**config.mk**
```make
export PLATFORM = sky130hd
export DESIGN_NAME = harmonic_phase_accumulator
export DESIGN_NICKNAME = d
export VERILOG_FILES = /design/src/rtl/addatone_pkg.sv /design/src/rtl/harmonic_phase_accumulator_phase_ram.sv /design/src/rtl/harmonic_phase_accumulator.sv
export SDC_FILE = /design/constraint.sdc
export NUM_CORES = 1
export LEC_CHECK = 0
export BUFFER_PORTS_ARGS = -buffer_cell sky130_fd_sc_hd__buf_2
export CORE_MARGIN = 1
export CORE_UTILIZATION = 40
export CTS_BUF_LIST = sky130_fd_sc_hd__clkbuf_8
export DETAILED_ROUTE_END_ITERATION = 8
export GPL_TIMING_DRIVEN = 0
export RECOVER_POWER = 50
export SETUP_SLACK_MARGIN = 0.02
export SLEW_MARGIN = 10
export SYNTH_ARGS = -nofsm -noshare
export SYNTH_HDL_FRONTEND = slang
export SYNTH_SLANG_ARGS = --single-unit
export TNS_END_PERCENT = 5
```
**constraint.sdc**
```tcl
create_clock -name clock -period 13.1 [get_ports clock]
set_input_delay 1.31 -clock clock [delete_from_list [all_inputs] [get_ports clock]]
set_output_delay 1.31 -clock clock [all_outputs]
set_load 0.01 [all_outputs]
```
**src/rtl/addatone_pkg.sv**
```systemverilog
// Shared types and width helpers for the additive-oscillator phase engine.
package addatone_pkg;

  typedef enum logic [1:0] {
    CLEAR,
    IDLE,
    READ,
    HOLD
  } state_t;

  // Increment register is wide enough that freq*(h+1) never wraps.
  function automatic int inc_width(input int freq_w, input int harm_bits);
    return freq_w + harm_bits + 1;
  endfunction

  function automatic int max_int(input int a, input int b);
    return (a > b) ? a : b;
  endfunction

  function automatic int addr_width(input int depth);
    return (depth <= 2) ? 1 : $clog2(depth);
  endfunction

endpackage

```
**src/rtl/harmonic_phase_accumulator_phase_ram.sv**
```systemverilog
// Single-port synchronous phase RAM, write-first, 1-cycle read latency.
module phase_ram #(
  parameter int DEPTH = 64,
  parameter int WIDTH = 16,
  parameter int AW    = 6
) (
  input  logic             clock,
  input  logic             we,
  input  logic [AW-1:0]    addr,
  input  logic [WIDTH-1:0] wdata,
  output logic [WIDTH-1:0] rdata
);

  logic [WIDTH-1:0] mem [DEPTH];

  always_ff @(posedge clock) begin
    if (we) begin
      mem[addr] <= wdata;
      rdata     <= wdata;
    end else begin
      rdata <= mem[addr];
    end
  end

endmodule

```
**src/rtl/harmonic_phase_accumulator.sv**
```systemverilog
// Per-sample sweep over harmonics 0..n-1: phase[h] += freq*(h+1), streamed out over valid/ready.
//
// state | meaning
// CLEAR | zeroing phase RAM after reset, one address per cycle
// IDLE  | waiting for sample_start; RAM address parked at 0
// READ  | RAM data for addr valid; compute and write back new phase
// HOLD  | phase presented, waiting for phase_ready
module harmonic_phase_accumulator
  import addatone_pkg::*;
#(
  parameter int PHASE_WIDTH   = 16,
  parameter int FREQ_WIDTH    = 16,
  parameter int NUM_HARMONICS = 64,
  parameter int HARM_BITS     = 8
) (
  input  logic                   clock,
  input  logic                   reset,
  input  logic                   sample_start,
  input  logic [FREQ_WIDTH-1:0]  frequency,
  input  logic [HARM_BITS:0]     active_harmonics,
  input  logic                   hard_sync,
  output logic                   phase_valid,
  input  logic                   phase_ready,
  output logic [PHASE_WIDTH-1:0] phase,
  output logic [HARM_BITS-1:0]   harmonic,
  output logic                   aliased,
  output logic                   sweep_done,
  output logic                   busy,
  output logic                   overrun
);

  localparam int INC_W  = inc_width(FREQ_WIDTH, HARM_BITS);
  localparam int CMP_W  = max_int(INC_W, PHASE_WIDTH);
  localparam int RAM_AW = addr_width(NUM_HARMONICS);
  localparam logic [HARM_BITS:0]   N_MAX  = (HARM_BITS+1)'(NUM_HARMONICS);
  localparam logic [HARM_BITS:0]   N_ONE  = (HARM_BITS+1)'(1);
  localparam logic [HARM_BITS-1:0] A_LAST = HARM_BITS'(NUM_HARMONICS - 1);
  localparam logic [HARM_BITS-1:0] A_ONE  = HARM_BITS'(1);

  state_t                 state, state_d;
  logic [HARM_BITS-1:0]   addr, addr_d, addr_next;
  logic [INC_W-1:0]       inc, inc_d;
  logic [FREQ_WIDTH-1:0]  freq_q, freq_d;
  logic [HARM_BITS:0]     n_q, n_d, n_clamp;
  logic                   sync_now, sync_now_d, sync_pending, sync_pending_d;
  logic                   valid_d, aliased_d, done_d, busy_d, overrun_d;
  logic [PHASE_WIDTH-1:0] phase_d, phase_new;
  logic [HARM_BITS-1:0]   harmonic_d;
  logic                   inc_alias, is_last;

  logic                   ram_we;
  logic [RAM_AW-1:0]      ram_addr;
  logic [PHASE_WIDTH-1:0] ram_wdata, ram_rdata;

  phase_ram #(
    .DEPTH (NUM_HARMONICS),
    .WIDTH (PHASE_WIDTH),
    .AW    (RAM_AW)
  ) u_phase_ram (
    .clock (clock),
    .we    (ram_we),
    .addr  (ram_addr),
    .wdata (ram_wdata),
    .rdata (ram_rdata)
  );

  assign addr_next = addr + A_ONE;
  assign is_last   = ({1'b0, addr} == (n_q - N_ONE));
  assign phase_new = sync_now ? '0 : (ram_rdata + PHASE_WIDTH'(inc));
  assign inc_alias = ((CMP_W'(inc)) >> (PHASE_WIDTH - 1)) != '0;

  always_comb begin
    n_clamp = active_harmonics;
    if (active_harmonics == '0)
      n_clamp = N_ONE;
    else if (active_harmonics > N_MAX)
      n_clamp = N_MAX;
  end

  always_comb begin
    state_d        = state;
    addr_d         = addr;
    inc_d          = inc;
    freq_d         = freq_q;
    n_d            = n_q;
    sync_now_d     = sync_now;
    sync_pending_d = sync_pending | hard_sync;
    valid_d        = phase_valid;
    phase_d        = phase;
    harmonic_d     = harmonic;
    aliased_d      = aliased;
    done_d         = 1'b0;
    overrun_d      = sample_start & (state != IDLE);
    ram_we         = 1'b0;
    ram_wdata      = phase_new;
    ram_addr       = RAM_AW'(addr);

    case (state)
      CLEAR: begin
        ram_we    = 1'b1;
        ram_wdata = '0;
        if (addr == A_LAST) begin
          addr_d  = '0;
          state_d = IDLE;
        end else begin
          addr_d = addr_next;
        end
      end
      IDLE: begin
        ram_addr = '0;
        if (sample_start) begin
          freq_d         = frequency;
          n_d            = n_clamp;
          inc_d          = INC_W'(frequency);
          addr_d         = '0;
          sync_now_d     = sync_pending | hard_sync;
          sync_pending_d = 1'b0;
          state_d        = READ;
        end
      end
      READ: begin
        ram_we     = 1'b1;
        phase_d    = phase_new;
        harmonic_d = addr;
        aliased_d  = inc_alias;
        valid_d    = 1'b1;
        state_d    = HOLD;
      end
      HOLD: begin
        // Keep the next harmonic's read in flight so READ sees valid data.
        ram_addr = RAM_AW'(addr_next);
        if (phase_ready) begin
          valid_d = 1'b0;
          if (is_last) begin
            done_d  = 1'b1;
            state_d = IDLE;
          end else begin
            addr_d  = addr_next;
            inc_d   = inc + INC_W'(freq_q);
            state_d = READ;
          end
        end
      end
      default: state_d = CLEAR;
    endcase

    busy_d = (state_d != IDLE);
  end

  always_ff @(posedge clock) begin
    if (reset) begin
      state        <= CLEAR;
      addr         <= '0;
      inc          <= '0;
      freq_q       <= '0;
      n_q          <= '0;
      sync_now     <= 1'b0;
      sync_pending <= 1'b0;
      phase_valid  <= 1'b0;
      phase        <= '0;
      harmonic     <= '0;
      aliased      <= 1'b0;
      sweep_done   <= 1'b0;
      busy         <= 1'b0;
      overrun      <= 1'b0;
    end else begin
      state        <= state_d;
      addr         <= addr_d;
      inc          <= inc_d;
      freq_q       <= freq_d;
      n_q          <= n_d;
      sync_now     <= sync_now_d;
      sync_pending <= sync_pending_d;
      phase_valid  <= valid_d;
      phase        <= phase_d;
      harmonic     <= harmonic_d;
      aliased      <= aliased_d;
      sweep_done   <= done_d;
      busy         <= busy_d;
      overrun      <= overrun_d;
    end
  end

endmodule

```
==> results of run 1 <==
==> area by class of cell <==
cell class                      count  share of cell area [%]
Timing Repair Buffer              160                   2.216
Multi-Input combinational cell   1015                   22.44
Sequential cell                  1121                   64.06
Inverter                           22                  0.1618
Buffer                            118                   1.096
Tap cell                         1488                   3.648
Clock inverter                    131                   1.454
Clock buffer                      182                   4.908
Antenna cell                        3                 0.01471
==> power by group <==
part | leakage (nW) | switching [mW] | internal, mW
Combinational | 4.14 | 0.291 | 0.215
Clock | 1.88 | 1.38 | 1.39
Sequential | 9.64 | 0.00605 | 3.87
Total | 15.7 | 1.67 | 5.48
==> state kept, by name (all words and copies together) (netlist names), 2 cells and up, named ones only <==
signal / flops
addr: 8
freq_q: 16
harmonic: 8
inc: 25
n_q: 9
phase: 16
state: 2
u_phase_ram.mem: 1024
==> logic make-up (layout without fill, tap and decap cells) <==
logic type      after synthesis  after routing  synth area share [%]
compound gates              205            205                 2.901
xor+xnor                     41             41                0.8036
fa+ha+maj                    35             35                 1.014
buf+inv                     140            613                 1.448
flops                      1121           1121                 73.16
mux                         342            342                 16.73
other cells                   0              3                     0
simple gates                392            392                 3.937
==> final timing paths <==
kind               startpoint                 endpoint  slack (ns)  cells past startpoint
setup / recovery    flip-flop  u_phase_ram.mem[42][10]        5.50                     17
hold / removal    phase_valid              phase_valid        0.46                      2
setup reg to reg    flip-flop  u_phase_ram.mem[42][10]        5.50                     17
hold reg to reg   phase_valid              phase_valid        0.46                      2
==> through the flow <==
stage          power (mW)  instances  utilization (%)  setup TNS (ns)  worst slack [ns]
5_1_grt             7.383       4238            46.11               0             5.229
3_5_place_dp        4.466       3924            43.96               0             5.572
6_report            7.152       4240            46.12               0             5.496
3_3_place_gp        4.447       3822            42.32          -70.76            -1.116
4_1_cts             7.227       4237            46.89               0             5.553
2_1_floorplan       4.261       2276                -               0             5.852
==> worst max-delay path: cells and delay by family (launching register included) <==
kind | cells | cell delay, ns
mux | 3 | 1.52
flops | 1 | 0.45
xor+xnor | 1 | 0.27
simple gates | 1 | 0.81
buf+inv | 4 | 2.34
fa+ha+maj | 2 | 0.71
compound gates | 6 | 1.24
==> cells in the mapped netlist, types with 21 or more instances <==
cell type / number / area [um2]
a21oi_1: 70 / 350.3
clkbuf_1: 73 / 274.0
dfxtp_1: 97 / 1942
edfxtp_1: 1024 / 30750
ha_1: 33 / 412.9
inv_1: 21 / 78.83
mux4_2: 324 / 7297
nand2_1: 122 / 457.9
nand3_1: 22 / 110.1
nor2_1: 149 / 559.3
o21ai_0: 41 / 205.2
xor2_1: 24 / 210.2
==> routing by layer <==
metal  vias up  part of all wire [%]  GRT usage (%)
met1     12490                    41          27.93
li1      10010                     -              -
met4         0                   3.3          7.539
met3       204                   7.6          4.227
met2      1090                    48          32.83
met5         -                     0              0
==> metrics.yaml, run 1 <==
status: "complete, no violations"
crit_path_frequent_cell: "mux4_2"
maxSlewHeadroom_pct: 11.88
area_growth_pct: 14.22
critPathMaxFanout: 33
cts.path.max_buffers: 3
synth_warnings: 0
yosys_most_used_dff: "edfxtp_1"
antenna_found_initial: 5
slew_viol_final: 0
cts-buffers-inserted: 177
initial_core_util_pct: 40.38
final_cell_mix: "edfxtp_1, mux4_2, clkbuf_8, clkbuf_1, nor2_1"
io-pin-count: 59
fin_crit_sh_pct: 58.05
drive_gt1_share_pct: 24.15
htreeDepth: 4
skew_ns: 0.04678
placed_area_um2: 48650
crit_path_start_kind: "flip-flop"
worstHoldPathType: "flip-flop to flip-flop"
rows: 122
first_global_vias: 24100
async_reset_ff_share_pct: 0
synth-edff-count: 1024
die_area_um2: 113000
critPathKind: "flip-flop to flip-flop"
layout.nets: 2680
path_cells: "buf_2 -> clkbuf_1 -> clkbuf_1 -> mux4_2 -> mux4_2 -> mux4_2 -> ha_1 -> fa_1 -> a21o_1 -> a21oi_1 -> o21bai_1 -> a21oi_1 -> o2bb2ai_1 -> o21ai_0 -> xor2_1 -> nor2b_4 -> buf_12"
cts_tree: "done"
maxCapViolations: 0
via_per_inst: 5.611
gp_congestion: 0.8950
ys_ff_latch: 1121
synth_cells: 2276
first_pass_iters: 5
end_kind: "flip-flop"
slowest_delay_ns: 1.01
worstMarginPinSlew_ns: 1.322
die_h_um: 336.2
portBuffers: 58
avgSynthCellArea_um2: 19.63
design_area_um2: 51040
die_w_um: 336.2
fill_cells: 9313
ys_seq_area_share_pct: 73.16
cts_resized: 0
whs_ns: 0.4629
synth_area_um2: 44680
cp.arrival_ns: 8.26
min_period_ns: 7.604
multi_input_area_um2: 11450
drc: 0
place_hpwl_um: 80690
cts_setup_buffers: 0
cts_hold_buf: 0
grt_pass1_wl_um: 165900
final-hold-violation-count: 0
seq_area_um2: 32690
peakVddDrop_mv: 0.06893
synth_nets: 2341
cts_sinks: 1121
wl_um: 114800
vias: 23790
ys_types: 58
cts_root_buf: "clkbuf_8"
grt_overflow: 0
grt_max_degree: 45
power.density_nw_per_um2: 140.1
drtIter0Drc: 2604
cpMaxStageDelayCell: "clkbuf_1"
timing.fmax_ghz: 0.1315
rsz0062_at_grt: "no"
antenna_left: 0
core_area_um2: 110700
grt.total_usage_pct: 20.57
final_common_cell: "edfxtp_1"
p_leak_nw: 15.66
path_clk_slew_ns: 0.06
final-setup-viol-count: 0
post_drt_wl_per_cell_um: 27.07
clk_latency_ns: 0.86
crit_required_ns: 13.75
No activity file was read; power rests on OpenSTA's default activity.
==> run 2: changes to the inputs <==
==> constraint.sdc (replaced) <==
create_clock -name clock -period 7.2 [get_ports clock]
set_input_delay 0.72 -clock clock [delete_from_list [all_inputs] [get_ports clock]]
set_output_delay 0.72 -clock clock [all_outputs]
set_load 0.01 [all_outputs]
==> metrics.yaml, run 2 (synthesized netlist as in run 1, its figures left out) <==
status: "complete, no violations"
p_leak_nw: 15.70  # +0.25%
critPathKind: "flip-flop to flip-flop"
final_cell_mix: "edfxtp_1, mux4_2, clkbuf_8, clkbuf_1, nor2_1"
area_growth_pct: 14.35
min_period_ns: 7.005  # -0.5989 ns
post_drt_wl_per_cell_um: 26.96  # -0.40%
placed_area_um2: 48570  # -0.16%
cts_hold_buf: 0  # unchanged
path_cells: "buf_2 -> clkbuf_2 -> clkbuf_1 -> mux4_2 -> mux4_2 -> mux4_2 -> ha_1 -> fa_1 -> a21o_1 -> a21oi_1 -> o21bai_1 -> a21oi_1 -> o2bb2ai_1 -> o21ai_0 -> xor2_1 -> nor2b_4 -> buf_12"
grt.total_usage_pct: 20.49  # -0.080 points
vias: 23830  # +0.19%
first_pass_iters: 6  # +1
maxCapViolations: 0  # unchanged
worstHoldPathType: "input port to flip-flop"
crit_path_frequent_cell: "mux4_2"
maxSlewHeadroom_pct: 1.951  # -9.9 points
largest_reg_flops: 1024  # unchanged
grt_pass1_wl_um: 165500  # -0.27%
cts_root_buf: "clkbuf_8"
internal_power_mw: 10.01  # +83%
layout.nets: 2678  # -0.075%
power.density_nw_per_um2: 256.1  # +83%
place_hpwl_um: 79720  # -1.2%
dp.cells: 3918  # -0.15%
worstMarginPinSlew_ns: 1.471  # +0.1490 ns
whs_endpoint: "n_q[5]"
cp_num_buf_inv: 4  # unchanged
initial_core_util_pct: 40.38  # unchanged
drc: 0  # unchanged
preCtsSetupSlack_ns: -0.2963  # -5.868 ns
rsz0062_at_grt: "yes"
cpMaxStageDelayCell: "nor2b_4"
slowest_delay_ns: 0.83  # -0.18 ns
rr_worst_depth: 17  # unchanged
gp_congestion: 0.8868  # -0.92%
hold_start: "active_harmonics[5]"
htreeDepth: 4  # unchanged
skew_ns: 0.06431  # +0.01752 ns
rows: 122  # unchanged
seqPwrFrac_pct: 53.9  # -0.3 points
pwr-share-comb_pct: 7.1  # about the same
r2r-end: "u_phase_ram.mem[44][10]"
peakVddDrop_mv: 0.1329  # +93%
portBuffers: 58  # unchanged
grt_overflow: 0  # unchanged
multi_input_area_um2: 11470  # +0.18%
end_kind: "flip-flop"
grt_max_degree: 37  # -18%
final-hold-violation-count: 0  # unchanged
rrSetupSlack_ns: 0.19  # -5.30 ns
drtIter0Drc: 2505  # -3.8%
crit_required_ns: 7.85  # -5.90 ns
timing.fmax_ghz: 0.1428  # +8.6%
drive_gt1_share_pct: 24.87  # +0.72 points
cts_tree: "done"
regMostFlops: "u_phase_ram.mem"
holdPathStages: 2  # unchanged
design_area_um2: 51100  # +0.12%
final_cells: 4252  # +0.28%
die_area_um2: 113000  # unchanged
fin_crit_sh_pct: 97.29  # +39 points
fill_cells: 9308  # -0.054%
whs_ns: 0.09503  # -0.3678 ns
first_global_vias: 24100  # -0.017%
slew_viol_final: 0  # unchanged
cts_sinks: 1121  # unchanged
clkPwrFrac_pct: 39.0  # +0.3 points
cp.arrival_ns: 7.65  # -0.61 ns
die_w_um: 336.2  # unchanged
path_delay_family: "buffers and inverters"
antenna_left: 0  # unchanged
p_switching_mw: 3.073  # +84%
antenna_found_initial: 8  # +3
final-setup-viol-count: 0  # unchanged
clk_latency_ns: 0.86  # about the same
critPathMaxFanout: 33  # unchanged
switching_share_pct: 23.48  # +0.097 points
io-pin-count: 59  # unchanged
crit_path_start_kind: "flip-flop"
via_per_inst: 5.605  # about the same
seq_area_um2: 32690  # unchanged
core_area_um2: 110700  # unchanged
final_common_cell: "edfxtp_1"
top_regs: "u_phase_ram.mem x1024, inc x25"
path_clk_slew_ns: 0.06  # about the same
die_h_um: 336.2  # unchanged
wl_um: 114600  # -0.12%
cts-buffers-inserted: 178  # +0.56%
worst_slack_ns: 0.1948  # -5.301 ns
cts.path.max_buffers: 3  # unchanged
## run 2: cell types whose count changed in the layout (fill, tap and decap cells not counted), moves of 6 or more
| cell | before | now |
|---|---|---|
| clkbuf_1 | 167 | 160 |
| buf_6 | 16 | 10 |
| clkinv_1 | 35 | 41 |
| inv_1 | 83 | 74 |
| clkinv_2 | 14 | 30 |
| clkbuf_2 | 0 | 8 |
## run 2: per-stage QoR
step / total power [mW] / TNS [ns] / util, %
global route: 13.52 / -0.7326 / 46.17
finish: 13.09 / 0 / 46.17
CTS: 13.22 / 0 / 46.92
global placement: 8.091 / -2990.95 / 42.32
floorplan: 7.753 / 0 / -
detailed placement: 8.127 / -28.39 / 43.89
## run 2: worst max-delay path by stage
stage,slack (ns),depth (start not counted),startpoint,to
3_5_place_dp,-0.30,17,flip-flop,u_phase_ram.mem[48][12]
4_1_cts,0.08,17,flip-flop,u_phase_ram.mem[48][12]
5_1_grt,-0.05,17,flip-flop,u_phase_ram.mem[44][10]
2_1_floorplan,0.40,12,flip-flop,u_phase_ram.mem[0][5]
6_report,0.19,17,flip-flop,u_phase_ram.mem[44][10]
3_3_place_gp,-5.50,12,flip-flop,u_phase_ram.mem[50][5]
## run 2: routing by layer
| layer | up-vias | GRT usage, % | share of wire, % | wire [um] |
|---|---|---|---|---|
| li1 | 10030 | - | - | - |
| met1 | 12610 | 27.76 | 41 | 47370 |
| met2 | 1042 | 33.39 | 49 | 55920 |
| met3 | 154 | 4.291 | 7.5 | 8627 |
| met4 | 0 | 6.014 | 2.4 | 2710 |
| met5 | - | 0 | 0 | 0 |
## run 2: cell type report
type | count | area share, %
repair buffers | 156 | 2.084
clock inverters | 142 | 1.513
inverters | 22 | 0.1616
diodes | 2 | 0.009795
well taps | 1488 | 3.644
clock buffers | 187 | 5.037
multi-input cells | 1016 | 22.46
flip-flops and latches | 1121 | 63.98
plain buffers | 118 | 1.114
## run 2: what timing repair did
action                                  4_1_cts  5_1_grt
endpoints found under the setup margin      219      128
gates cloned                                  0        1
setup buffers                                 0        2
resized for setup                             2       15
## run 2: power by group through the flow
stage / combinational [mW] / sequential [mW] / clock (mW)
after global routing: 0.967 / 7.05 / 5.50
after CTS: 0.940 / 7.05 / 5.22
after floorplan: 0.569 / 7.18 / 0
final: 0.930 / 7.05 / 5.10
after detailed placement: 0.938 / 7.19 / 0
after global placement: 0.903 / 7.19 / 0
